<file path="src/rtl/msi_bus_ctrl.sv">
// Snooping bus responder for two MSI data caches: serialises coherence requests
// (snoop, forward, invalidate) and arbitrates the shared unified-memory port.
module msi_bus_ctrl #(
    parameter int ADDR_W = 13
) (
    input  logic              clk,
    input  logic              rst_n,
    input  logic              read_miss0,
    input  logic              read_miss1,
    input  logic              write_miss0,
    input  logic              write_miss1,
    input  logic              invalidate0,
    input  logic              invalidate1,
    input  logic [ADDR_W-1:0] BICO0,
    input  logic [ADDR_W-1:0] BICO1,
    input  logic              u_re0,
    input  logic              u_re1,
    input  logic              u_we0,
    input  logic              u_we1,
    input  logic              cpu_search_found0,
    input  logic              cpu_search_found1,
    input  logic [15:0]       send_other_proc_data0,
    input  logic [15:0]       send_other_proc_data1,
    output logic              grant0,
    output logic              grant1,
    output logic [ADDR_W-1:0] BOCI0,
    output logic [ADDR_W-1:0] BOCI1,
    output logic              cpu_search0,
    output logic              cpu_search1,
    output logic              invalidate_from_other_cpu0,
    output logic              invalidate_from_other_cpu1,
    output logic [1:0]        cpu_datasel0,
    output logic [1:0]        cpu_datasel1,
    output logic [15:0]       other_proc_data0,
    output logic [15:0]       other_proc_data1,
    output logic              resp_valid0,
    output logic              resp_valid1,
    output logic              busy
);

    typedef enum logic [1:0] {REQ_READ, REQ_WRITE, REQ_INVAL} req_t;
    typedef enum logic [1:0] {ST_IDLE, ST_SNOOP, ST_RESP, ST_INVAL} state_t;
    typedef enum logic [1:0] {MEM_NONE, MEM_CPU0, MEM_CPU1} mem_t;

    state_t            state_reg;
    logic              owner_reg;
    logic              rr_c_reg;
    logic [1:0]        cpu_search_reg;
    logic [1:0]        inval_reg;
    logic [1:0]        resp_valid_reg;
    logic [ADDR_W-1:0] boci_reg [2];

    logic [1:0]        rd_pulse;
    logic [1:0]        wr_pulse;
    logic [1:0]        inv_pulse;
    logic [1:0]        any_pulse;
    logic [1:0]        pend_valid;
    logic [1:0]        pend_clear;
    req_t              pulse_type [2];
    req_t              pend_type  [2];
    logic [ADDR_W-1:0] bico       [2];
    logic [ADDR_W-1:0] pend_addr  [2];

    logic              pick;
    logic              pick_other;
    logic              other;
    logic              resp_phase;
    logic [1:0]        fwd;

    mem_t              mem_owner_reg;
    logic              rr_m_reg;
    logic [1:0]        mem_req;

    assign rd_pulse  = {read_miss1, read_miss0};
    assign wr_pulse  = {write_miss1, write_miss0};
    assign inv_pulse = {invalidate1, invalidate0};
    assign bico[0]   = BICO0;
    assign bico[1]   = BICO1;

    // A pending slot accepts a pulse only when empty or being retired this cycle.
    generate
        for (genvar gi = 0; gi < 2; gi++) begin : g_pend
            logic              valid_reg;
            req_t              type_reg;
            logic [ADDR_W-1:0] addr_reg;

            assign any_pulse[gi]  = rd_pulse[gi] | wr_pulse[gi] | inv_pulse[gi];
            assign pulse_type[gi] = wr_pulse[gi] ? REQ_WRITE :
                                    (rd_pulse[gi] ? REQ_READ : REQ_INVAL);
            assign pend_clear[gi] = ((state_reg == ST_RESP) || (state_reg == ST_INVAL)) &&
                                    (owner_reg == 1'(gi));

            always_ff @(posedge clk or negedge rst_n) begin
                if (!rst_n) begin
                    valid_reg <= 1'b0;
                    type_reg  <= REQ_READ;
                    addr_reg  <= '0;
                end else if (pend_clear[gi] || !valid_reg) begin
                    valid_reg <= any_pulse[gi];
                    if (any_pulse[gi]) begin
                        type_reg <= pulse_type[gi];
                        addr_reg <= bico[gi];
                    end
                end
            end

            assign pend_valid[gi] = valid_reg;
            assign pend_type[gi]  = type_reg;
            assign pend_addr[gi]  = addr_reg;
        end
    endgenerate

    assign pick       = (&pend_valid) ? rr_c_reg : pend_valid[1];
    assign pick_other = ~pick;
    assign other      = ~owner_reg;

    // Strobes and BOCI are registered: each is loaded on the edge entering its state.
    always_ff @(posedge clk or negedge rst_n) begin
        if (!rst_n) begin
            state_reg      <= ST_IDLE;
            owner_reg      <= 1'b0;
            rr_c_reg       <= 1'b0;
            cpu_search_reg <= '0;
            inval_reg      <= '0;
            resp_valid_reg <= '0;
            boci_reg[0]    <= '0;
            boci_reg[1]    <= '0;
        end else begin
            cpu_search_reg <= '0;
            inval_reg      <= '0;
            resp_valid_reg <= '0;
            boci_reg[0]    <= '0;
            boci_reg[1]    <= '0;
            case (state_reg)
                ST_IDLE: begin
                    if (|pend_valid) begin
                        owner_reg            <= pick;
                        boci_reg[pick_other] <= pend_addr[pick];
                        if (pend_type[pick] == REQ_INVAL) begin
                            state_reg                  <= ST_INVAL;
                            inval_reg[pick_other]      <= 1'b1;
                            resp_valid_reg[pick]       <= 1'b1;
                        end else begin
                            state_reg                  <= ST_SNOOP;
                            cpu_search_reg[pick_other] <= 1'b1;
                        end
                    end
                end
                ST_SNOOP: begin
                    state_reg                 <= ST_RESP;
                    boci_reg[other]           <= pend_addr[owner_reg];
                    resp_valid_reg[owner_reg] <= 1'b1;
                    if (pend_type[owner_reg] == REQ_WRITE)
                        inval_reg[other] <= 1'b1;
                end
                default: begin
                    state_reg <= ST_IDLE;
                    rr_c_reg  <= other;
                end
            endcase
        end
    end

    // The snooped cache answers during RESP, so the fill source is muxed live.
    assign resp_phase = (state_reg == ST_RESP);
    assign fwd[0]     = resp_phase && !owner_reg && cpu_search_found1;
    assign fwd[1]     = resp_phase &&  owner_reg && cpu_search_found0;

    assign cpu_datasel0     = fwd[0] ? 2'b01 : 2'b00;
    assign cpu_datasel1     = fwd[1] ? 2'b01 : 2'b00;
    assign other_proc_data0 = fwd[0] ? send_other_proc_data1 : 16'h0000;
    assign other_proc_data1 = fwd[1] ? send_other_proc_data0 : 16'h0000;

    assign BOCI0                      = boci_reg[0];
    assign BOCI1                      = boci_reg[1];
    assign cpu_search0                = cpu_search_reg[0];
    assign cpu_search1                = cpu_search_reg[1];
    assign invalidate_from_other_cpu0 = inval_reg[0];
    assign invalidate_from_other_cpu1 = inval_reg[1];
    assign resp_valid0                = resp_valid_reg[0];
    assign resp_valid1                = resp_valid_reg[1];
    assign busy                       = (state_reg != ST_IDLE) || (|pend_valid);

    // Ownership persists while either request level is held, so evict-then-fill stays atomic.
    assign mem_req = {u_re1 | u_we1, u_re0 | u_we0};

    always_ff @(posedge clk or negedge rst_n) begin
        if (!rst_n) begin
            mem_owner_reg <= MEM_NONE;
            rr_m_reg      <= 1'b0;
        end else begin
            case (mem_owner_reg)
                MEM_NONE: begin
                    if (&mem_req)
                        mem_owner_reg <= rr_m_reg ? MEM_CPU1 : MEM_CPU0;
                    else if (mem_req[1])
                        mem_owner_reg <= MEM_CPU1;
                    else if (mem_req[0])
                        mem_owner_reg <= MEM_CPU0;
                end
                MEM_CPU0: begin
                    if (!mem_req[0]) begin
                        mem_owner_reg <= MEM_NONE;
                        rr_m_reg      <= 1'b1;
                    end
                end
                MEM_CPU1: begin
                    if (!mem_req[1]) begin
                        mem_owner_reg <= MEM_NONE;
                        rr_m_reg      <= 1'b0;
                    end
                end
                default: mem_owner_reg <= MEM_NONE;
            endcase
        end
    end

    assign grant0 = (mem_owner_reg == MEM_CPU0) && mem_req[0];
    assign grant1 = (mem_owner_reg == MEM_CPU1) && mem_req[1];

endmodule
</file>
<file path="config.mk">
export PLATFORM = sky130hd
export DESIGN_NAME = msi_bus_ctrl
export DESIGN_NICKNAME = d
export VERILOG_FILES = /design/src/rtl/msi_bus_ctrl.sv
export SDC_FILE = /design/constraint.sdc
export NUM_CORES = 1
export LEC_CHECK = 0
export ABC_AREA = 1
export ABC_CLOCK_PERIOD_IN_PS = 2420
export CAP_MARGIN = 10
export CELL_PAD_IN_SITES_DETAIL_PLACEMENT = 1
export CELL_PAD_IN_SITES_GLOBAL_PLACEMENT = 1
export CORE_ASPECT_RATIO = 1.25
export CORE_UTILIZATION = 31
export CTS_CLUSTER_SIZE = 28
export DETAILED_ROUTE_END_ITERATION = 16
export GPL_TIMING_DRIVEN = 0
export PLACE_DENSITY = 0.92
export SLEW_MARGIN = 25
export SYNTH_ARGS = -nofsm -noshare
export SYNTH_HDL_FRONTEND = slang
export SYNTH_SLANG_ARGS = --single-unit
</file>
<file path="constraint.sdc">
create_clock -name clk -period 2.42 [get_ports clk]
set_input_delay 0.726 -clock clk [delete_from_list [all_inputs] [get_ports clk]]
set_output_delay 0.726 -clock clk [all_outputs]
set_load 0.02 [all_outputs]
</file>
==> impl_summary.txt <==
----------------------------------------------------
[Worst setup path]
  CP arrival ... 1.66 ns
  Worst Setup EP ... grant1
  Category of the critical setup timing path ... input pin to output port
  Worst Reg2Reg Path Length in Cells ... 5
  Startpoint types ... input pin
  Critical Path End Type ... output port
  Register-to-register path setup slack ... 0.78 ns
  Startpoint of the most critical setup path ... u_re1
  Critical register-to-register path startpoint ... state_reg[0]
  Critical path peak fanout ... 3
  Required arrival time at the worst endpoint ... 1.69 ns
  End of the worst register-to-register path ... BOCI1[12]

[Route]
  Post-route ant nets ... 0
  Routed vias/inst ... 4.35
  Via count ... 2789
  Number of remaining DRC errors ... 0
  Per-cell routed wire length ... 14.0 µm
  Drt first pass iters ... 4
  Initial DRC Count ... 58
  Wire length after detailed routing ... 8.98 mm

[Final layout]
  Number of flip-flops in the largest register ... 26
  Fraction of layout instances using a drive strength above 1 ... 0.179
  Multi-input logic area ... 978 µm²
  Syn-to-layout area delta ... 59.3%
  Combined flip-flop and latch cell area ... 1780 µm²
  Commonest cells after routing, fill and taps aside ... 101 x sky130_fd_sc_hd__clkdlybuf4s50_1, 69 x sky130_fd_sc_hd__dfrtp_1, 68 x sky130_fd_sc_hd__nand2_1, 64 x sky130_fd_sc_hd__inv_1, 58 x sky130_fd_sc_hd__nor2_1
  Number of inserted filler cells in the final layout ... 1155
  Post-route design area ... 4890 µm²
  Final non-filler cell total ... 641
  # nets final ... 582
  Final core utilization ... 0.509
  ANT cells ... 0
  Commonest non-fill, non-tap cell in the layout ... sky130_fd_sc_hd__clkdlybuf4s50_1

[Global route]
  Total grt overflow ... 0
  Largest net degree at the start of global routing ... 41
  Initial antenna violation count ... 0
  GRT Resource Usage Total ... 0.180
  Vias in the first global route ... 2943
  First-pass GRT wire length ... 14.6 mm

[Logic synthesis]
  Post-synth top area cell ... sky130_fd_sc_hd__dfrtp_1
  Share of Yosys cell area claimed by the top area cell type ... 0.579
  Yosys Warn Count ... 0
  Cell area after technology mapping ... 3070 µm²
  Cells after synthesis ... 352
  Share of the yosys chip area belonging to registers ... 0.579
  Unique cell type count in the Yosys netlist ... 28
  Post-Synthesis Mean Instance Area ... 8.72 µm²
  Top cells by area in the synthesized netlist ... sky130_fd_sc_hd__dfrtp_1 58%, sky130_fd_sc_hd__nand2_1 8.8%, sky130_fd_sc_hd__inv_1 8.2%, sky130_fd_sc_hd__nor2_1 7.2%, sky130_fd_sc_hd__nand3_1 2.6%
  Flops & latches, synth ... 71

[Run]
  Count of max-cap constraint violations ... 0

[Placed design]
  # port buffers ... 140
  Total placed instance area ... 4650 µm²
  Gp weighted congestion ... 0.749
  Setup WS pre-CTS ... -0.798 ns
  HPWL after detailed placement ... 6.86 mm
  Total instance count after detailed placement ... 620

[Timing]
  Setup clock skew after layout ... 0.00611 ns
  Final setup violation count ... 0
  Fin crit period ... 2.38 ns
  Final worst-path setup slack ... 0.0372 ns
  Final hold violation count ... 0
  Post-route setup TNS ... 0 ns
  Hold Slack ... 0.335 ns
  Period utilisation layout ... 0.985
  Achievable clock frequency ... 420 MHz
  Max-slew violations ... 0

[Pwr]
  Leak pwr ... 2.54 nW
  Peak supply drop ... 642 µV
  Total design power ... 5.86 mW
  Power per cell area ... 1200 nW/µm²

[Floorplanning]
  Core Box Area ... 9610 µm²
  Site Rows ... 40
  Floorplan die height ... 113 µm
  Number of top-level pins ... 143
  Die Span X ... 91.0 µm
  Area enclosed by the die boundary ... 10300 µm²
  Initial Util ... 0.320

[Clock tree]
  Clk slew on worst S/H paths ... 0.06 ns
  CTS tree ... done
  Quantity of hold-fixing buffers added after cts ... 0
  Number of levels in the clock H-tree ... 3
  Cell at the root of the clock tree ... sky130_fd_sc_hd__clkbuf_16
  CTS Buf Count ... 9
  TritonCTS Sinks ... 71
  Worst-skew pair later-pin latency ... 0.32 ns
  Maximum root-to-sink buffer count ... 2

[Outcome]
  Status ... complete, no violations

[Min path]
  Hold crit path type ... input pin to async pin

----------------------------------------------------
-- synthesized netlist by cell type --
library cell               number
sky130_fd_sc_hd__nand2_1       72
sky130_fd_sc_hd__dfrtp_1       71
sky130_fd_sc_hd__inv_1         67
sky130_fd_sc_hd__nor2_1        59
sky130_fd_sc_hd__nand3_1       16
sky130_fd_sc_hd__o21ai_0       16
sky130_fd_sc_hd__a21boi_1       9
sky130_fd_sc_hd__o21ai_2        5
sky130_fd_sc_hd__a21boi_0       4
sky130_fd_sc_hd__buf_2          4
sky130_fd_sc_hd__buf_4          4
sky130_fd_sc_hd__inv_2          4
sky130_fd_sc_hd__nand2_2        4
sky130_fd_sc_hd__a21oi_1        2
sky130_fd_sc_hd__buf_6          2
sky130_fd_sc_hd__buf_12         1
sky130_fd_sc_hd__clkbuf_1       1
sky130_fd_sc_hd__clkbuf_4       1
sky130_fd_sc_hd__conb_1         1
sky130_fd_sc_hd__nand2_4        1
sky130_fd_sc_hd__nand3_2        1
sky130_fd_sc_hd__nand4_1        1
sky130_fd_sc_hd__nand4_2        1
sky130_fd_sc_hd__nor2_2         1
sky130_fd_sc_hd__nor2_4         1
sky130_fd_sc_hd__o211a_1        1
sky130_fd_sc_hd__o21a_1         1
sky130_fd_sc_hd__o21ai_4        1
-- per-layer routing --
metal,GRT usage,vias to the layer above,part of all wire
met1,0.204,1357,0.38
met4,0.0571,0,0.014
met3,0.0228,12,0.025
li1,-,1365,-
met5,0,-,0
met2,0.347,55,0.58
-- area by class of cell --
class                           instances  area share
Buffer                                 13      0.0238
Clock buffer                           11      0.0496
Multi-Input combinational cell        200       0.200
Timing Repair Buffer                  144       0.268
Clock inverter                          5     0.00691
Sequential cell                        71       0.364
Tap cell                              126      0.0322
Inverter                               71      0.0553
-- worst min path at each step --
stage          cells past startpoint                     to  slack [ns]
6_report                           1               BOCI0[2]        0.34
5_1_grt                            1               BOCI0[0]        0.36
4_1_cts                            1               BOCI0[2]        0.34
3_5_place_dp                       2  g_pend[0].addr_reg[1]        0.45
3_3_place_gp                       2  g_pend[0].addr_reg[9]        0.45
2_1_floorplan                      0               BOCI0[0]        0.43
-- repair_timing --
action                                  in CTS  in global routing
endpoints found under the setup margin      37                 36
buffers inserted                             0                  1
cloned                                       4                  0
pin swaps                                    2                  0
gates resized for setup                    122                 17
-- worst max-delay path, stage by stage --
cell	delay [ns]
sky130_fd_sc_hd__clkdlybuf4s50_1	0.50
sky130_fd_sc_hd__inv_1	0.06
sky130_fd_sc_hd__nand2_2	0.09
sky130_fd_sc_hd__nand2_2	0.08
sky130_fd_sc_hd__inv_1	0.07
sky130_fd_sc_hd__buf_4	0.13
-- where the power goes --
part	switching [mW]	internal, mW
registers	0.243	1.74
clock network	0.473	0.719
logic	1.58	1.11
total	2.29	3.57
-- cells by family (layout without fill, tap and decap cells) --
group           after synthesis  in the layout  share of synthesized area
compound gates               39             39                     0.0864
buf+inv                      84            244                      0.121
simple gates                157            159                      0.213
other cells                   1              2                    0.00122
flops                        71             71                      0.579
No activity file was read; power rests on OpenSTA's default activity.
==> patch (same flow settings) <==
`ADDR_W`: 13 -> 11.
--- a/src/rtl/msi_bus_ctrl.sv
+++ b/src/rtl/msi_bus_ctrl.sv
@@ -1,7 +1,7 @@
 // Snooping bus responder for two MSI data caches: serialises coherence requests
 // (snoop, forward, invalidate) and arbitrates the shared unified-memory port.
 module msi_bus_ctrl #(
-    parameter int ADDR_W = 13
+    parameter int ADDR_W = 11
 ) (
     input  logic              clk,
     input  logic              rst_n,
Ports: changed (resized BICO0, BICO1, BOCI0 and BOCI1); port bits go from 143 to 135. No check against the original RTL was run, so the function may have changed too.
==> patch against the original RTL <==
- routed wire length shrank 0.80%
- via count is 2.0% lower
- largest power group unchanged
- worst setup slack gained 0.0051 ns
- largest cell class unchanged
- sequential cell count is 8 lower
- clock power decreased by 30%
- clock skew grew 0.00067 ns
- total power fell by 12%
- area after synthesis down 6.4%
- first-iteration DRC count rose by 24%
- core utilization barely moved
- design area fell by 8.0%
==> patch: results (changes against the original RTL) <==
* R2R setup slack at 1.09 ns (+0.31 ns)
* FILL cells at 1085 (-6.1%)
* Via density at 4.46 (+2.5%)
* CTS clk-pin slew, worst paths at roughly 0.070 ns
* Area of the multi-input gates at 968 um^2 (-1.0%)
* Max rail drop VDD at 403 uV (-37%)
* Signal buffers share of area at 29.9% (+0.72 points)
* Period utilization at 98.2% (-0.21 points)
* CP endpoint: other_proc_data0[1]
* Largest net degree at the start of global routing at 34 (-17%)
* IO Port Bufs at 132 (-5.7%)
* Clock root cell: clkbuf_8
* Routed met3 length at 672 um (+190%)
* Vias in the first global route at 2925 (-0.61%)
* Clock buffers at 9 (-2)
* GRT overflow at 0 (unchanged)
* M3 GR Usage at 4.43% (+2.1 points)
* Placed Cells at 593 (-4.4%)
* Final HPWL from detailed placement at 6870 um (+0.14%)
* Top post-synthesis cells by area: dfrtp_1 55%, inv_1 8.6%, nand2_1 8.5%, nor2_1 6.7%, nand3_1 5.6%
* Nets at 556 (-4.5%)
* Final std cells w/o fill at 613 (-4.4%)
* Setup WS pre-CTS at -0.766 ns (+0.0328 ns)
* Seq. cell area at 1580 um^2 (-11%)
* H-tree Lvls at 3 (unchanged)
* Non-clk bufs at 149 (-5.1%)
* Gr usage total at 19.3% (+1.3 points)
* Largest fanout on the critical path at 1 (-2)
* Fraction of area in multi-input gates at 21.5% (+1.5 points)
* Share of cells above drive strength 1 at 20.1% (+2.2 points)
* Yosys reg bits at 63 (-11%)
* Met2 Track Usage GR at 38.2% (+3.5 points)
* Static leakage at 2.36 nW (-7.0%)
* Synth unique cells at 25 (-11%)
* Status: finished clean
* FF-to-FF path depth at 6 (+1)
* Synth Flop Type: dfrtp_1
* Final hold slack at 0.303 ns (-0.0321 ns)
* Setup Skew at 0.00678 ns (+0.000670 ns)
* Core Util, Final at 50.9% (about the same)
* Slowest cell delay on critical path at 0.46 ns (-0.04 ns)
* Global-route wire length before repair at 13900 um (-4.8%)
* Met2 Wirelength at 4800 um (-7.2%)
* Sequential cell area fraction in the yosys report at 54.8% (-3.0 points)
* Met1 Track Usage GR at 18.9% (-1.5 points)
* Mapped Avg Cell Area at 8.48 um^2 (-2.8%)
* Comb_multi_in at 194 (-3.0%)
* R2r endpoint: g_pend[0].type_reg[1]
* Wl on met1 at 3270 um (-5.2%)
* Synth top cells by count: 66 x inv_1, 65 x nand2_1, 63 x dfrtp_1
* Crit path from: send_other_proc_data1[1]
## patch: cell families (layout without fill, tap and decap cells)
| group | after synthesis | count (layout) | synth area share [%] |
|---|---|---|---|
| and+or+nand+nor | 170 | 172 | 27.0 |
| DFF | 63 | 63 | 54.8 |
| AOI/OAI and AO/OA | 20 | 20 | 4.83 |
| other | 1 | 2 | 0.130 |
| buffers and inverters | 85 | 236 | 13.2 |
## patch: where the power goes
part / switching [mW] / internal, mW
Sequential: 0.270 / 1.53
Combinational: 1.53 / 1.02
Clock: 0.456 / 0.380
Total: 2.25 / 2.93
## patch: repair_timing
| action | CTS | global route |
|---|---|---|
| pin swaps | 2 | 0 |
| setup endpoints to repair | 37 | 26 |
| gates resized for setup | 113 | 19 |
| setup buffers | 0 | 0 |
| cloned | 4 | 0 |
## patch: worst register-to-register path, stage by stage (launching register included)
cell,delay (ns)
dfrtp_1,0.46
inv_4,0.15
nand2_2,0.07
nand2_2,0.17
buf_2,0.25
nand3_1,0.10
nand2_1,0.08
